File: src/rtl/alarm_ring_sequencer_if.sv
`default_nettype none
// ============================================================================
//  Module      : alarm_ring_sequencer_if
//  Description : Signal bundle between the alarm controls / annunciator and
//                the ring sequencer. The "master" side drives the user and
//                timebase inputs; the "slave" side is the sequencer.
//  Signals     : enable, alarmMatch, pulse1min, snoozeBtn, stopBtn  (to seq)
//                buzzer, ringing, snoozing, snoozeLeft[5:0],
//                snoozeUsed[2:0]                                     (from seq)
//  Revision    : 1.0  initial release
// ============================================================================
interface alarm_ring_sequencer_if;
    logic       enable;
    logic       alarmMatch;
    logic       pulse1min;
    logic       snoozeBtn;
    logic       stopBtn;
    logic       buzzer;
    logic       ringing;
    logic       snoozing;
    logic [5:0] snoozeLeft;
    logic [2:0] snoozeUsed;

    modport master (
        output enable, alarmMatch, pulse1min, snoozeBtn, stopBtn,
        input  buzzer, ringing, snoozing, snoozeLeft, snoozeUsed
    );

    modport slave (
        input  enable, alarmMatch, pulse1min, snoozeBtn, stopBtn,
        output buzzer, ringing, snoozing, snoozeLeft, snoozeUsed
    );
endinterface
`default_nettype wire

File: src/rtl/alarm_ring_sequencer.sv
`default_nettype none
// ============================================================================
//  Module      : alarm_ring_sequencer
//  Description : Turns the clock==alarm match level into a ringing sequence:
//                a beep-gated buzzer tone with snooze, stop, a snooze limit
//                and an unattended-ring timeout counted in clock minutes.
//  Ports       : clk5MHz  - 5 MHz system clock
//                reset    - asynchronous, active-high
//                io_bus   - alarm_ring_sequencer_if.slave
//                  in : enable, alarmMatch, pulse1min, snoozeBtn, stopBtn
//                  out: buzzer, ringing, snoozing, snoozeLeft, snoozeUsed
//  Revision    : 1.0  initial release
// ============================================================================
module alarm_ring_sequencer #(
    parameter int TONE_DIV         = 1250,
    parameter int BEEP_DIV         = 1250000,
    parameter int SNOOZE_MIN       = 5,
    parameter int MAX_SNOOZE       = 3,
    parameter int RING_TIMEOUT_MIN = 10
) (
    input  wire logic              clk5MHz,
    input  wire logic              reset,
    alarm_ring_sequencer_if.slave  io_bus
);

    localparam int c_TONE_W = (TONE_DIV > 1) ? $clog2(TONE_DIV) : 1;
    localparam int c_BEEP_W = (BEEP_DIV > 1) ? $clog2(BEEP_DIV) : 1;

    localparam logic [c_TONE_W-1:0] c_TONE_LAST  = c_TONE_W'(TONE_DIV - 1);
    localparam logic [c_BEEP_W-1:0] c_BEEP_LAST  = c_BEEP_W'(BEEP_DIV - 1);
    localparam logic [5:0]          c_SNOOZE_MIN = 6'(SNOOZE_MIN);
    localparam logic [5:0]          c_RING_LAST  = 6'(RING_TIMEOUT_MIN - 1);
    localparam logic [2:0]          c_MAX_SNOOZE = 3'(MAX_SNOOZE);

    typedef enum logic [1:0] {
        S_IDLE    = 2'd0,
        S_RINGING = 2'd1,
        S_SNOOZE  = 2'd2,
        S_DONE    = 2'd3
    } state_t;

    state_t r_state, w_state_nxt;

    // Edge-detect history; reset high so a level already present at reset
    // release is not mistaken for a fresh press or match.
    logic r_match_q, r_snooze_q, r_stop_q;
    logic w_match_rise, w_snooze_rise, w_stop_rise;

    logic [5:0]          r_snooze_left, w_snooze_left_nxt;
    logic [2:0]          r_snooze_used, w_snooze_used_nxt;
    logic [5:0]          r_ring_min,    w_ring_min_nxt;
    logic                w_restart;

    logic [c_TONE_W-1:0] r_tone_cnt, w_tone_cnt_nxt;
    logic                r_tone_sq,  w_tone_sq_nxt;
    logic [c_BEEP_W-1:0] r_beep_cnt, w_beep_cnt_nxt;
    logic                r_beep_on,  w_beep_on_nxt;
    logic                r_buzzer,   w_buzzer_nxt;

    assign w_match_rise  = io_bus.alarmMatch & ~r_match_q;
    assign w_snooze_rise = io_bus.snoozeBtn  & ~r_snooze_q;
    assign w_stop_rise   = io_bus.stopBtn    & ~r_stop_q;

    // ------------------------------------------------------------------
    // Next-state logic. Priority: enable low > stop > snooze > minute.
    // w_restart marks every entry into RINGING so the tone/beep phase
    // and the ring-minute count start fresh.
    // ------------------------------------------------------------------
    always_comb begin
        w_state_nxt       = r_state;
        w_snooze_left_nxt = r_snooze_left;
        w_snooze_used_nxt = r_snooze_used;
        w_ring_min_nxt    = r_ring_min;
        w_restart         = 1'b0;

        if (!io_bus.enable) begin
            w_state_nxt       = S_IDLE;
            w_snooze_left_nxt = '0;
            w_snooze_used_nxt = '0;
        end else begin
            case (r_state)
                S_IDLE: begin
                    if (w_match_rise) begin
                        w_state_nxt = S_RINGING;
                        w_restart   = 1'b1;
                    end
                end
                S_RINGING: begin
                    if (w_stop_rise) begin
                        w_state_nxt = S_DONE;
                    end else if (w_snooze_rise) begin
                        // Once the snooze allowance is spent, snooze acts as stop.
                        if (r_snooze_used < c_MAX_SNOOZE) begin
                            w_state_nxt       = S_SNOOZE;
                            w_snooze_left_nxt = c_SNOOZE_MIN;
                            w_snooze_used_nxt = r_snooze_used + 3'd1;
                        end else begin
                            w_state_nxt = S_DONE;
                        end
                    end else if (io_bus.pulse1min) begin
                        if (r_ring_min >= c_RING_LAST) begin
                            w_state_nxt = S_DONE;
                        end else begin
                            w_ring_min_nxt = r_ring_min + 6'd1;
                        end
                    end
                end
                S_SNOOZE: begin
                    if (w_stop_rise) begin
                        w_state_nxt = S_DONE;
                    end else if (io_bus.pulse1min) begin
                        if (r_snooze_left <= 6'd1) begin
                            w_state_nxt       = S_RINGING;
                            w_snooze_left_nxt = '0;
                            w_restart         = 1'b1;
                        end else begin
                            w_snooze_left_nxt = r_snooze_left - 6'd1;
                        end
                    end
                end
                S_DONE: begin
                    // Wait for the match window to close so the same minute
                    // cannot re-trigger.
                    if (!io_bus.alarmMatch) begin
                        w_state_nxt       = S_IDLE;
                        w_snooze_left_nxt = '0;
                        w_snooze_used_nxt = '0;
                    end
                end
                default: w_state_nxt = S_IDLE;
            endcase
        end

        if (w_restart) begin
            w_ring_min_nxt = '0;
        end
    end

    // ------------------------------------------------------------------
    // Tone and beep dividers. The tone square starts low and the beep
    // cadence starts in its ON phase on every entry into RINGING.
    // ------------------------------------------------------------------
    always_comb begin
        w_tone_cnt_nxt = r_tone_cnt;
        w_tone_sq_nxt  = r_tone_sq;
        w_beep_cnt_nxt = r_beep_cnt;
        w_beep_on_nxt  = r_beep_on;

        if (w_restart) begin
            w_tone_cnt_nxt = '0;
            w_tone_sq_nxt  = 1'b0;
            w_beep_cnt_nxt = '0;
            w_beep_on_nxt  = 1'b1;
        end else if (r_state == S_RINGING) begin
            if (r_tone_cnt == c_TONE_LAST) begin
                w_tone_cnt_nxt = '0;
                w_tone_sq_nxt  = ~r_tone_sq;
            end else begin
                w_tone_cnt_nxt = r_tone_cnt + 1'b1;
            end
            if (r_beep_cnt == c_BEEP_LAST) begin
                w_beep_cnt_nxt = '0;
                w_beep_on_nxt  = ~r_beep_on;
            end else begin
                w_beep_cnt_nxt = r_beep_cnt + 1'b1;
            end
        end
    end

    // Buzzer is built from next-cycle values so it lines up with the
    // ringing flag and is silent in the very cycle RINGING is left.
    assign w_buzzer_nxt = (w_state_nxt == S_RINGING) & w_tone_sq_nxt & w_beep_on_nxt;

    always_ff @(posedge clk5MHz or posedge reset) begin
        if (reset) begin
            r_state       <= S_IDLE;
            r_match_q     <= 1'b1;
            r_snooze_q    <= 1'b1;
            r_stop_q      <= 1'b1;
            r_snooze_left <= '0;
            r_snooze_used <= '0;
            r_ring_min    <= '0;
            r_tone_cnt    <= '0;
            r_tone_sq     <= 1'b0;
            r_beep_cnt    <= '0;
            r_beep_on     <= 1'b0;
            r_buzzer      <= 1'b0;
        end else begin
            r_state       <= w_state_nxt;
            r_match_q     <= io_bus.alarmMatch;
            r_snooze_q    <= io_bus.snoozeBtn;
            r_stop_q      <= io_bus.stopBtn;
            r_snooze_left <= w_snooze_left_nxt;
            r_snooze_used <= w_snooze_used_nxt;
            r_ring_min    <= w_ring_min_nxt;
            r_tone_cnt    <= w_tone_cnt_nxt;
            r_tone_sq     <= w_tone_sq_nxt;
            r_beep_cnt    <= w_beep_cnt_nxt;
            r_beep_on     <= w_beep_on_nxt;
            r_buzzer      <= w_buzzer_nxt;
        end
    end

    assign io_bus.buzzer     = r_buzzer;
    assign io_bus.ringing    = (r_state == S_RINGING);
    assign io_bus.snoozing   = (r_state == S_SNOOZE);
    assign io_bus.snoozeLeft = r_snooze_left;
    assign io_bus.snoozeUsed = r_snooze_used;

endmodule
`default_nettype wire

File: src/flat_wrapper.sv
// flat-port wrapper written by rule: the top's interface ports become plain ports
module alarm_ring_sequencer_flat 
#(
    parameter int TONE_DIV         = 1250,
    parameter int BEEP_DIV         = 1250000,
    parameter int SNOOZE_MIN       = 5,
    parameter int MAX_SNOOZE       = 3,
    parameter int RING_TIMEOUT_MIN = 10
)
  (clk5MHz, reset, io_bus_enable, io_bus_alarmMatch, io_bus_pulse1min, io_bus_snoozeBtn, io_bus_stopBtn, io_bus_buzzer, io_bus_ringing, io_bus_snoozing, io_bus_snoozeLeft, io_bus_snoozeUsed);
  alarm_ring_sequencer_if io_bus_i ();
  input  wire logic clk5MHz;
  input  wire logic reset;
  input wire logic [$bits(io_bus_i.enable)-1:0] io_bus_enable;
  input wire logic [$bits(io_bus_i.alarmMatch)-1:0] io_bus_alarmMatch;
  input wire logic [$bits(io_bus_i.pulse1min)-1:0] io_bus_pulse1min;
  input wire logic [$bits(io_bus_i.snoozeBtn)-1:0] io_bus_snoozeBtn;
  input wire logic [$bits(io_bus_i.stopBtn)-1:0] io_bus_stopBtn;
  output wire logic [$bits(io_bus_i.buzzer)-1:0] io_bus_buzzer;
  output wire logic [$bits(io_bus_i.ringing)-1:0] io_bus_ringing;
  output wire logic [$bits(io_bus_i.snoozing)-1:0] io_bus_snoozing;
  output wire logic [$bits(io_bus_i.snoozeLeft)-1:0] io_bus_snoozeLeft;
  output wire logic [$bits(io_bus_i.snoozeUsed)-1:0] io_bus_snoozeUsed;
  assign io_bus_i.enable = io_bus_enable;
  assign io_bus_i.alarmMatch = io_bus_alarmMatch;
  assign io_bus_i.pulse1min = io_bus_pulse1min;
  assign io_bus_i.snoozeBtn = io_bus_snoozeBtn;
  assign io_bus_i.stopBtn = io_bus_stopBtn;
  assign io_bus_buzzer = io_bus_i.buzzer;
  assign io_bus_ringing = io_bus_i.ringing;
  assign io_bus_snoozing = io_bus_i.snoozing;
  assign io_bus_snoozeLeft = io_bus_i.snoozeLeft;
  assign io_bus_snoozeUsed = io_bus_i.snoozeUsed;
  alarm_ring_sequencer #(.TONE_DIV(TONE_DIV), .BEEP_DIV(BEEP_DIV), .SNOOZE_MIN(SNOOZE_MIN), .MAX_SNOOZE(MAX_SNOOZE), .RING_TIMEOUT_MIN(RING_TIMEOUT_MIN)) u_core (.clk5MHz(clk5MHz), .reset(reset), .io_bus(io_bus_i));
endmodule
File: config.mk
export PLATFORM = sky130hd
export DESIGN_NAME = alarm_ring_sequencer_flat
export DESIGN_NICKNAME = d
export VERILOG_FILES = /design/src/rtl/alarm_ring_sequencer_if.sv /design/src/rtl/alarm_ring_sequencer.sv /design/src/flat_wrapper.sv
export SDC_FILE = /design/constraint.sdc
export NUM_CORES = 1
export LEC_CHECK = 0
export CAP_MARGIN = 25
export CORE_ASPECT_RATIO = 0.5
export CORE_UTILIZATION = 64
export CTS_CLUSTER_SIZE = 30
export DETAILED_ROUTE_END_ITERATION = 12
export GPL_ROUTABILITY_DRIVEN = 0
export PLACE_DENSITY = 0.83
export SLEW_MARGIN = 20
export SYNTH_ARGS = -nofsm -noshare
export SYNTH_HDL_FRONTEND = slang
export SYNTH_SLANG_ARGS = --single-unit
File: constraint.sdc
create_clock -name clk5MHz -period 7.8 [get_ports clk5MHz]
set_input_delay 1.95 -clock clk5MHz [delete_from_list [all_inputs] [get_ports clk5MHz]]
set_output_delay 1.95 -clock clk5MHz [all_outputs]
set_load 0.005 [all_outputs]
==> results_dict.tcl <==
set metrics [dict create \
    syn-num-nets 356 \
    yosys_most_used_dff "dfrtp_1" \
    row_count 17 \
    critPathMaxStageDelay_ns 0.61 \
    fmax_mhz 222 \
    grt_max_degree 56 \
    start_util_pct 68.1 \
    final_nets 370 \
    powerDensity_mw_per_mm2 171 \
    globalRouteOverflowTotal 0 \
    vias 2680 \
    io-pin-count 19 \
    syn_inst 340 \
    critPathKind "reg2out" \
    avgSynthCellArea_um2 9.03 \
    hold_violations 0 \
    place_inst 412 \
    grt_usage_pct 29.0 \
    drtIter0Drc 250 \
    ys_seq_area_share_pct 44.9 \
    grt_pass1_vias 2566 \
    finalSetupViolations 0 \
    fin_setup_tns_ns 0 \
    period_share_pct 57.7 \
    drv_cap 0 \
    cts_buffers 5 \
    antenna_left 0 \
    h-tree-depth 2 \
    cts_resized 0 \
    post_cts_buffers 0 \
    worst_ep_arrival_time_ns 2.55 \
    synth-async-reset-ratio_pct 100 \
    die-area_mm2 0.00510 \
    antennaDiodeCount 0 \
    insertion_delay_ns 0.30 \
    fin_hold_ws_ns 0.509 \
    first_pass_iters 5 \
    tightest_slew_ns 0.726 \
    nFillCells 369 \
    hpwl_mm 4.58 \
    crit_slowest_cell "clkdlybuf4s50_1" \
    cp_cell_sequence "nand2b_1, inv_1, clkdlybuf4s50_1" \
    required_ns 5.85 \
    maxSlewViolCount 0 \
    worst-path-buf-inv 2 \
    stdcell_count 421 \
    wire_per_inst_um 15.8 \
    cts_root_buf "clkbuf_8" \
    synth_area_mm2 0.00307 \
    hold_buffers 0 \
    cts_tree "built" \
    drc 0 \
    vias_per_cell 6.37 \
    crit_family "buffers and inverters" \
    status "finished clean" \
    die_h_um 51.0 \
    rsz0062_at_grt "no" \
    clockBufferDepth 2 \
    relSlewSlack_pct 51.6 \
    cp-start-kind "flop" \
    cts_sinks 55 \
    cp-end-kind "output pin" \
    clk_pin_slew_ns 0.09 \
    p_leak_nw 1.40 \
    core_area_mm2 0.00451 \
    drt_wl_total_mm 6.66 \
    yosysWarnings 0 \
    finalCriticalPeriod_ns 4.50 \
    yosys.area.top_type_share_pct 42.4 \
    area_growth_pct 9.98 \
    antenna_found_initial 0 \
    hold_class "reg2reg" \
    ys_ff_latch 55 \
    irDropWorstVdd_mv 0.0877 \
    io_buffers 18 \
    yosys-top-cells-area "dfrtp_1, a21oi_1, nand2_1" \
    fin_worst_skew_ns 0.00824 \
    synth_area_leader_cell "dfrtp_1" \
    synth-edff-count 0 \
    die-width_um 100 \
    grt_pass1_wl_mm 11.5 \
    synth_cell_types 50 \
    worstPathMaxFanout 20 \
    layout-drive-gt1-share_pct 6.76 \
]
-- final cells by class --
class / instances / area (um2) / share of cell area (%)
clock buffers: 8 / 80.1 / 2.37
inverters: 16 / 60.1 / 1.78
multi-input cells: 254 / 1570 / 46.4
flip-flops and latches: 55 / 1380 / 40.9
well taps: 66 / 82.6 / 2.44
repair buffers: 22 / 208 / 6.15
-- flip-flops by register name, summed over array words and instances (netlist names) --
name,flops
u_core.r_tone_sq,1
u_core.r_tone_cnt,11
u_core.r_beep_on,1
u_core.r_snooze_q,1
u_core.io_bus.snoozeLeft,6
u_core.r_ring_min,6
u_core.r_beep_cnt,21
u_core.io_bus.snoozeUsed,3
u_core.r_state,2
u_core.r_stop_q,1
u_core.r_match_q,1
u_core.io_bus.buzzer,1
-- Yosys cell counts (2+ instances only) --
master,count
a211o_1,2
a211oi_1,2
a21oi_1,30
a311oi_1,3
a31o_2,2
a31oi_1,3
a41oi_1,2
and3_1,3
clkbuf_1,14
dfrtp_1,52
dfstp_2,3
ha_1,9
inv_1,16
mux2i_1,2
nand2_1,35
nand2b_1,4
nand3_1,10
nand3b_1,2
nand4_1,9
nor2_1,29
nor2b_1,9
nor3_1,6
nor3b_1,2
nor4_1,9
nor4bb_1,2
o2111ai_1,2
o21ai_0,17
o31ai_1,11
o41ai_1,4
or3_1,11
or3b_2,2
or4_1,8
or4_4,2
or4b_1,3
or4b_2,2
xnor2_1,4
-- logic make-up (layout without fill, tap and decap cells) --
kind of cell    after synthesis  count (layout)  synth area share [%]
mux                           2               2                 0.652
fa+ha+maj                     9               9                  3.67
flops                        55              55                  44.9
xor+xnor                      5               5                  1.43
simple gates                151             151                  26.9
buf+inv                      31              46                  4.03
compound gates               87              87                  18.4
-- cells in the final DEF, fill, tap and decap left out, types with 5 or more instances in the layout --
master	synthesis	layout
nand4_1	9	9
or4_1	8	8
or3_1	11	11
ha_1	9	9
o21ai_0	17	17
nor4_1	9	9
dfrtp_1	52	52
nor3_1	6	6
nor2_1	29	29
o31ai_1	11	11
inv_1	16	15
nand3_1	10	10
a21oi_1	30	30
clkdlybuf4s50_1	0	18
nor2b_1	9	9
nand2_1	35	35
clkbuf_8	0	5
-- path summary, 6_finish.rpt --
| path | start | cells past startpoint | endpoint | slack (ns) |
|---|---|---|---|---|
| min reg2reg | u_core.r_ring_min[4] | 1 | u_core.r_ring_min[4] | 0.51 |
| max in group asynchronous | reset | 3 | u_core.r_beep_on | 5.20 |
| max | u_core.r_state[1] | 3 | io_bus_ringing | 3.30 |
| max reg2reg | u_core.r_state[1] | 7 | u_core.r_ring_min[0] | 4.92 |
| min in group asynchronous | reset | 3 | u_core.io_bus.snoozeLeft[2] | 2.16 |
| min | u_core.r_ring_min[4] | 1 | u_core.r_ring_min[4] | 0.51 |
-- layer usage --
layer  GRT usage [%]  part of all wire (%)  vias up
met3            5.75                   5.7        6
met5               0                     0        -
li1                -                     -     1289
met2            50.6                    48       88
met1            37.9                    46     1297
met4            7.25                  0.89        0
-- power by group --
part | switching [mW] | internal [mW]
Sequential | 0.0259 | 0.305
Clock | 0.0866 | 0.0641
Combinational | 0.0567 | 0.0391
-- per-stage QoR --
step | util (%) | area, um2 | worst slack [ns] | total power [mW]
2_1_floorplan | - | 3070 | 4.27 | 0.401
3_3_place_gp | 73.0 | 3290 | 3.61 | 0.422
3_5_place_dp | 73.0 | 3290 | 3.54 | 0.431
4_1_cts | 74.8 | 3370 | 3.31 | 0.580
5_1_grt | 74.9 | 3380 | 3.15 | 0.610
6_report | 74.9 | 3380 | 3.30 | 0.578
Power figures use the tool's default switching activity.
